[src/rtl/hilo_ctrl.sv]
// HI/LO register controller: hands MULT/MULTU operands to an external multiplier,
// captures the 64-bit product after MUL_LATENCY cycles and serves MTHI/MTLO/MFHI/MFLO.
// Optional macro HILO_FWD_EN forwards the product to MFHI/MFLO on the completion edge.
`timescale 1ns/1ps
module hilo_ctrl #(
  parameter int unsigned MUL_LATENCY = 32
) (
  input  logic        clk,
  input  logic        rst_n,
  input  logic        op_valid,
  input  logic [2:0]  op_code,
  input  logic [31:0] rs_data,
  input  logic [31:0] rt_data,
  output logic        op_ready,
  output logic [31:0] rd_data,
  output logic        rd_valid,
  output logic        busy,
  output logic [31:0] mul_a,
  output logic [31:0] mul_b,
  output logic        mul_is_signed,
  output logic        mul_start,
  input  logic [63:0] mul_y
);

  typedef enum logic {IDLE, RUN} state_t;

  localparam logic [2:0] OP_MULT  = 3'd0;
  localparam logic [2:0] OP_MULTU = 3'd1;
  localparam logic [2:0] OP_MTHI  = 3'd2;
  localparam logic [2:0] OP_MTLO  = 3'd3;
  localparam logic [2:0] OP_MFHI  = 3'd4;
  localparam logic [2:0] OP_MFLO  = 3'd5;

  localparam logic [5:0] LAT = 6'(MUL_LATENCY);

  state_t      state;
  logic [5:0]  cnt;
  logic [31:0] hi;
  logic [31:0] lo;
  logic        accept;

  assign busy = (state == RUN);

  // NOTE: a default assignment first keeps this block purely combinational (no latch).
  always_comb begin
    op_ready = (state == IDLE);
`ifdef HILO_FWD_EN
    if (state == RUN && cnt == 6'd1 && (op_code == OP_MFHI || op_code == OP_MFLO))
      op_ready = 1'b1;
`endif
  end

  assign accept = op_valid && op_ready;

  // NOTE: every register here uses <= so all state updates see pre-edge values.
  always_ff @(posedge clk or negedge rst_n) begin
    if (!rst_n) begin
      state         <= IDLE;
      cnt           <= '0;
      hi            <= '0;
      lo            <= '0;
      mul_a         <= '0;
      mul_b         <= '0;
      mul_is_signed <= 1'b0;
      mul_start     <= 1'b0;
      rd_data       <= '0;
      rd_valid      <= 1'b0;
    end else begin
      mul_start <= 1'b0;
      rd_valid  <= 1'b0;
      case (state)
        IDLE: begin
          if (accept) begin
            case (op_code)
              OP_MULT, OP_MULTU: begin
                mul_a         <= rs_data;
                mul_b         <= rt_data;
                mul_is_signed <= (op_code == OP_MULT);
                mul_start     <= 1'b1;
                cnt           <= LAT;
                state         <= RUN;
              end
              OP_MTHI: hi <= rs_data;
              OP_MTLO: lo <= rs_data;
              OP_MFHI: begin
                rd_data  <= hi;
                rd_valid <= 1'b1;
              end
              OP_MFLO: begin
                rd_data  <= lo;
                rd_valid <= 1'b1;
              end
              default: ;
            endcase
          end
        end
        RUN: begin
          cnt <= cnt - 6'd1;
          if (cnt == 6'd1) begin
            // Completion edge: operands were held stable, so mul_y is the final product.
            hi    <= mul_y[63:32];
            lo    <= mul_y[31:0];
            state <= IDLE;
            cnt   <= '0;
`ifdef HILO_FWD_EN
            if (accept) begin
              rd_data  <= (op_code == OP_MFHI) ? mul_y[63:32] : mul_y[31:0];
              rd_valid <= 1'b1;
            end
`endif
          end
        end
        default: state <= IDLE;
      endcase
    end
  end

endmodule

[config.mk]
export PLATFORM = sky130hd
export DESIGN_NAME = hilo_ctrl
export DESIGN_NICKNAME = d
export VERILOG_FILES = /design/src/rtl/hilo_ctrl.sv
export SDC_FILE = /design/constraint.sdc
export NUM_CORES = 1
export LEC_CHECK = 0
export ABC_AREA = 1
export CAP_MARGIN = 20
export CORE_ASPECT_RATIO = 1.25
export CORE_MARGIN = 5
export CORE_UTILIZATION = 43
export DETAILED_ROUTE_END_ITERATION = 16
export PLACE_DENSITY = 0.77
export SLEW_MARGIN = 15
export SYNTH_ARGS = -nofsm -noshare
export SYNTH_HDL_FRONTEND = slang
export SYNTH_SLANG_ARGS = --single-unit
[constraint.sdc]
create_clock -name clk -period 1.45 [get_ports clk]
set_clock_uncertainty 0.2 [all_clocks]
set_input_delay 0.145 -clock clk [delete_from_list [all_inputs] [get_ports clk]]
set_output_delay 0.145 -clock clk [all_outputs]
set_load 0.005 [all_outputs]
# Word-level counts from Yosys, hierarchy flattened
# Index checks and enable logic that the tools add are counted.
[word_totals]
regBits = 170
word_cells = 54
output_inout_bits = 101
[classes]
n_addsub = 1
bitwise_logic = 1
n_mux = 21
n_reduce_logical = 10
n_eq_ne = 11
[ops]
columns = ["operator", "count"]
rows = [
  ["$mux 32", 6],
  ["$pmux 32 s2", 3],
  ["$mux 6", 3],
  ["$pmux 6 s2", 1],
  ["$reduce_and 3->1", 4],
  ["$ne 2x1->1 const B", 5],
  ["$mux 1", 7],
  ["$eq 3x2->1 const B", 2],
  ["$eq 3x3->1 const B", 2],
  ["$eq 6x1->1 const B", 1],
  ["$sub 6x1->6 const B", 1],
  ["$reduce_or 2->1", 2],
  ["$eq 3x1->1 const B", 1],
  ["$logic_not 3->1", 1],
  ["$pmux 1 s2", 1],
  ["$reduce_and 2->1", 1],
  ["$reduce_bool 2->1", 1],
  ["$logic_and 1x1->1", 1],
  ["$not 1->1", 1],
]

# Longest topological paths before layout
[depth]
word_depth = 5
mapped_depth = 10

# Least setup slack after synthesis
# Ideal clock, no wire load.
[synth_timing]
kind = "register -> register"
startpoint = "reg cnt[1]"
endpoint = "reg hi[0]"
arrival_ns = 1.253
path_stages_with_launch = 8
path_buffers = 2
setup_time_ns = 0.116
slack_ns = -0.119
path_cell_list = "dfrtp_1 -> inv_1 -> ha_1 -> nand4_1 -> buf_2 -> buf_2 -> nand3_1 -> nand2_1"
[synth_via]
elab_chain_len = 3
[synth_rtl]
columns = ["item", "line", "rtl"]
rows = [
  ["start, declared", "37", "logic [5:0] cnt;"],
  ["start signal, assigned", "98", "cnt <= cnt - 6'd1;"],
  ["$eq 6x1->1", "99", "if (cnt == 6'd1) begin"],
  ["$ne 2x1->1 (no source line)", "--", ""],
  ["$reduce_and 3->1 (no source line)", "--", ""],
  ["end signal, assigned", "83", "OP_MTHI: hi <= rs_data;"],
  ["end signal, assigned", "101", "hi <= mul_y[63:32];"],
  ["end, declared", "38", "logic [31:0] hi;"],
]
# Every way passes these cells.
# A chain may end at the register's enable or synchronous reset.

# Worst setup path in the final report
[layout_timing]
startpoint = "reg state (netlist: busy)"
endpoint = "reg rd_data[29]"
[layout_via]
elab_chain_len = 3
[layout_rtl]
columns = ["item", "line", "rtl"]
rows = [
  ["start, declared", "36", "state_t state;"],
  ["start signal, assigned", "58", "state <= IDLE;"],
  ["start signal, assigned", "81", "state <= RUN;"],
  ["start signal, assigned", "103", "state <= IDLE;"],
  ["$not 1->1 (no source line) *", "--", ""],
  ["$logic_and 1x1->1", "53", "assign accept = op_valid && op_ready;"],
  ["$reduce_and 3->1 (no source line) *", "--", ""],
  ["end signal, assigned", "86", "rd_data <= hi;"],
  ["end signal, assigned", "90", "rd_data <= lo;"],
  ["end, declared", "15", "output logic [31:0] rd_data,"],
]
# Every way passes the cells marked *; elsewhere a longest branch is shown, timed or not.

==> impl_metrics.env <==
export IMPL_top_layer="met4"
export IMPL_fin_hold_ws_ps=-21.47
export IMPL_die_h_um=160.7
export IMPL_clock_latency_ps=420
export IMPL_cts_buffer_depth=2
export IMPL_yosys_warnings=0
export IMPL_dpl_cell_count=1453
export IMPL_finish_utilization_pct=70.03
export IMPL_postRouteAntennaNets=0
export IMPL_synthFlopType="dfrtp_1"
export IMPL_worstPathArrival_ps=1810
export IMPL_hold_viol=24
export IMPL_portBuffers=234
export IMPL_fin_crit_ps=1646
export IMPL_netlist_instances=993
export IMPL_path_clk_slew_ps=70
export IMPL_critical_path_class="flop to flop"
export IMPL_ys_ff_latch=170
export IMPL_track_usage_pct=24.63
export IMPL_cts_htree_levels=4
export IMPL_slew_headroom_pct=76.31
export IMPL_drv_cap=0
export IMPL_hp_class="input port to async pin"
export IMPL_synthesis_area_um2=7810
export IMPL_finalCritPeriodShare_pct=113.5
export IMPL_fp_coreArea_um2=17960
export IMPL_wl_met2_mm=13.46
export IMPL_clock_sinks=170
export IMPL_rrSetupSlack_ps=-200
export IMPL_dr_wl_met3_mm=2.038
export IMPL_dr_pass1_iters=6
export IMPL_final_layout_size_suffix_gt1_share_pct=20.58
export IMPL_drc_errors=0
export IMPL_leakage_nw=6.616
export IMPL_drt_iter0_drc=471
export IMPL_drt_wl_total_mm=26.37
export IMPL_synth_edff_count=0
export IMPL_ys_types=24
export IMPL_worstSetupEndpointType="flop"
export IMPL_finalNonFillerCells=1541
export IMPL_grt_pass1_wl_mm=40.22
export IMPL_dp_hpwl_mm=17.14
export IMPL_rows=55
export IMPL_fin_ws_ps=-195.7
export IMPL_worst_setup_path_start_kind="flop"
export IMPL_fp_dieW_um=130.5
export IMPL_antenna_found_initial=1
export IMPL_start_util_pct=43.48
export IMPL_grt_max_degree=49
export IMPL_powerDensity_nw_per_um2=1778
export IMPL_setup_viol=167
export IMPL_failed_checks="hold timing, setup timing"
export IMPL_syn_num_nets=1129
export IMPL_ioPinCount=235
export IMPL_dieArea_um2=20970
export IMPL_ys_async_sr_fraction_pct=100.0
export IMPL_finalWeightedCongestion=0.8235
export IMPL_outcome="finished with violations"
export IMPL_grt_overflow=0
export IMPL_report_final_slew_viol_count=0
export IMPL_worst_slew_pin_slew_ps=355.4
export IMPL_synth_seq_area_share_pct=54.47
export IMPL_numCtsBuffers=17
export IMPL_rsz0062_at_grt="yes"
export IMPL_met1_length_mm=9.964
export IMPL_dr_total_vias=7872
export IMPL_root_buffer="clkbuf_16"
export IMPL_nets=1435
export IMPL_final_cell_mix="nand2_1 (454), dfrtp_1 (169), clkdlybuf4s50_1 (132)"
export IMPL_path_max_fanout=8
export IMPL_syn_area_per_cell_um2=7.865
export IMPL_wire_per_inst_um=17.11
export IMPL_via_per_inst=5.108
export IMPL_final_common_cell="nand2_1"
export IMPL_required_ps=1610
export IMPL_grt_pass1_vias=7807
export IMPL_fmax_ghz=0.6076
export IMPL_cts_tree="done"
export IMPL_peakVddDrop_mv=0.9603
export IMPL_area_growth_pct=61.05
export IMPL_total_power_mw=22.36
-- path summary, 6_finish.rpt --
kind                       depth (start not counted)                      end             startpoint
max                                                9  rd_data[29]$_DFFE_PN0P_         busy$_DFF_PN0_
min                                                2    mul_a[27]$_DFFE_PN0P_                  rst_n
max reg2reg                                        9  rd_data[29]$_DFFE_PN0P_         busy$_DFF_PN0_
min in group clk                                   3    mul_b[28]$_DFFE_PN0P_            rt_data[28]
max in group asynchronous                          3     mul_b[7]$_DFFE_PN0P_                  rst_n
min reg2reg                                        2    mul_a[29]$_DFFE_PN0P_  mul_a[29]$_DFFE_PN0P_
-- power by group --
| group | leakage [nW] | internal, mW | switching, mW |
|---|---|---|---|
| combinational | 4.18 | 4.80 | 4.73 |
| sequential | 2.13 | 6.86 | 1.22 |
| clock | 0.301 | 2.75 | 1.99 |
| total | 6.62 | 14.4 | 7.94 |
-- metal layers --
metal  vias up  global-route usage, %
met4         0                  11.23
li1       3736                      -
met2       351                  41.69
met1      3725                  29.62
met5         -                      0
met3        60                  5.422
-- state kept, by name, indices dropped and copies added (netlist names) --
name,cells
busy,1
cnt,6
hi,32
lo,32
mul_a,32
mul_b,32
mul_is_signed,1
mul_start,1
rd_data,32
rd_valid,1
-- Yosys cell counts, types with 2 or more instances --
cell type / number / share of area, %
o21ai_0: 35 / 2.2
dfrtp_1: 170 / 54
nor2_1: 6 / 0.29
clkbuf_1: 20 / 0.96
buf_6: 4 / 0.58
nand2_2: 2 / 0.16
nor2_2: 2 / 0.16
nand2_1: 557 / 27
ha_1: 2 / 0.32
buf_2: 22 / 1.4
o211ai_1: 32 / 3.1
nand2_4: 2 / 0.29
nand4_1: 4 / 0.32
nand3_1: 72 / 4.6
buf_4: 13 / 1.2
inv_1: 41 / 2.0
nand4_4: 2 / 0.54
-- stage by stage --
| stage | TNS (ps) | setup WS (ps) | cell area [µm²] | hold WS, ps |
|---|---|---|---|---|
| 6_report | -23320 | -195.7 | 12580 | -21.47 |
| 5_1_grt | -32080 | -248.0 | 12580 | 9.416 |
| 4_1_cts | -20330 | -171.1 | 12070 | -34.93 |
| 3_5_place_dp | -42100 | -304.4 | 10740 | -138.3 |
| 3_3_place_gp | -35570 | -255.9 | 10740 | -137.4 |
| 2_1_floorplan | -4513 | -46.84 | 7904 | -350.6 |
-- worst max-delay path, stage by stage, from the launching register on --
cell and delay (ps):
dfrtp_2 440, clkinv_4 60, buf_8 110, nand2_8 70
buf_6 140, nor2_4 130, buf_12 130, buf_8 120
o211ai_1 110, nand2_1 80
-- area by class of cell --
| class | instances | area (µm²) |
|---|---|---|
| Multi-Input combinational cell | 720 | 3452 |
| Fill cell | 1348 | 5383 |
| Timing Repair Buffer | 346 | 3774 |
| Tap cell | 228 | 285.3 |
| Antenna cell | 1 | 2.502 |
| Clock buffer | 17 | 425.4 |
| Clock inverter | 15 | 188.9 |
| Inverter | 44 | 195.2 |
| Sequential cell | 170 | 4255 |
-- logic make-up after synthesis --
kind of cell             after synthesis  share of synthesized area, %
AND/OR/NAND/NOR                      648                         33.23
flip-flops                           170                         54.47
buffers and inverters                103                         6.408
AO/OA/AOI/OAI                         69                         5.463
adder cells (fa/ha/maj)                2                        0.3204
XOR/XNOR                               1                        0.1122
-- repair_timing --
| action | 4_1_cts | 5_1_grt |
|---|---|---|
| endpoints found under the setup margin | 263 | 236 |
| setup buffers | 25 | 22 |
| cloned | 11 | 1 |
| gates resized for setup | 228 | 155 |
| hold buffers | 1 | 0 |
| hold endpoints to repair | 170 | 0 |
| pin swaps | 33 | 10 |
Power figures use the tool's default switching activity.
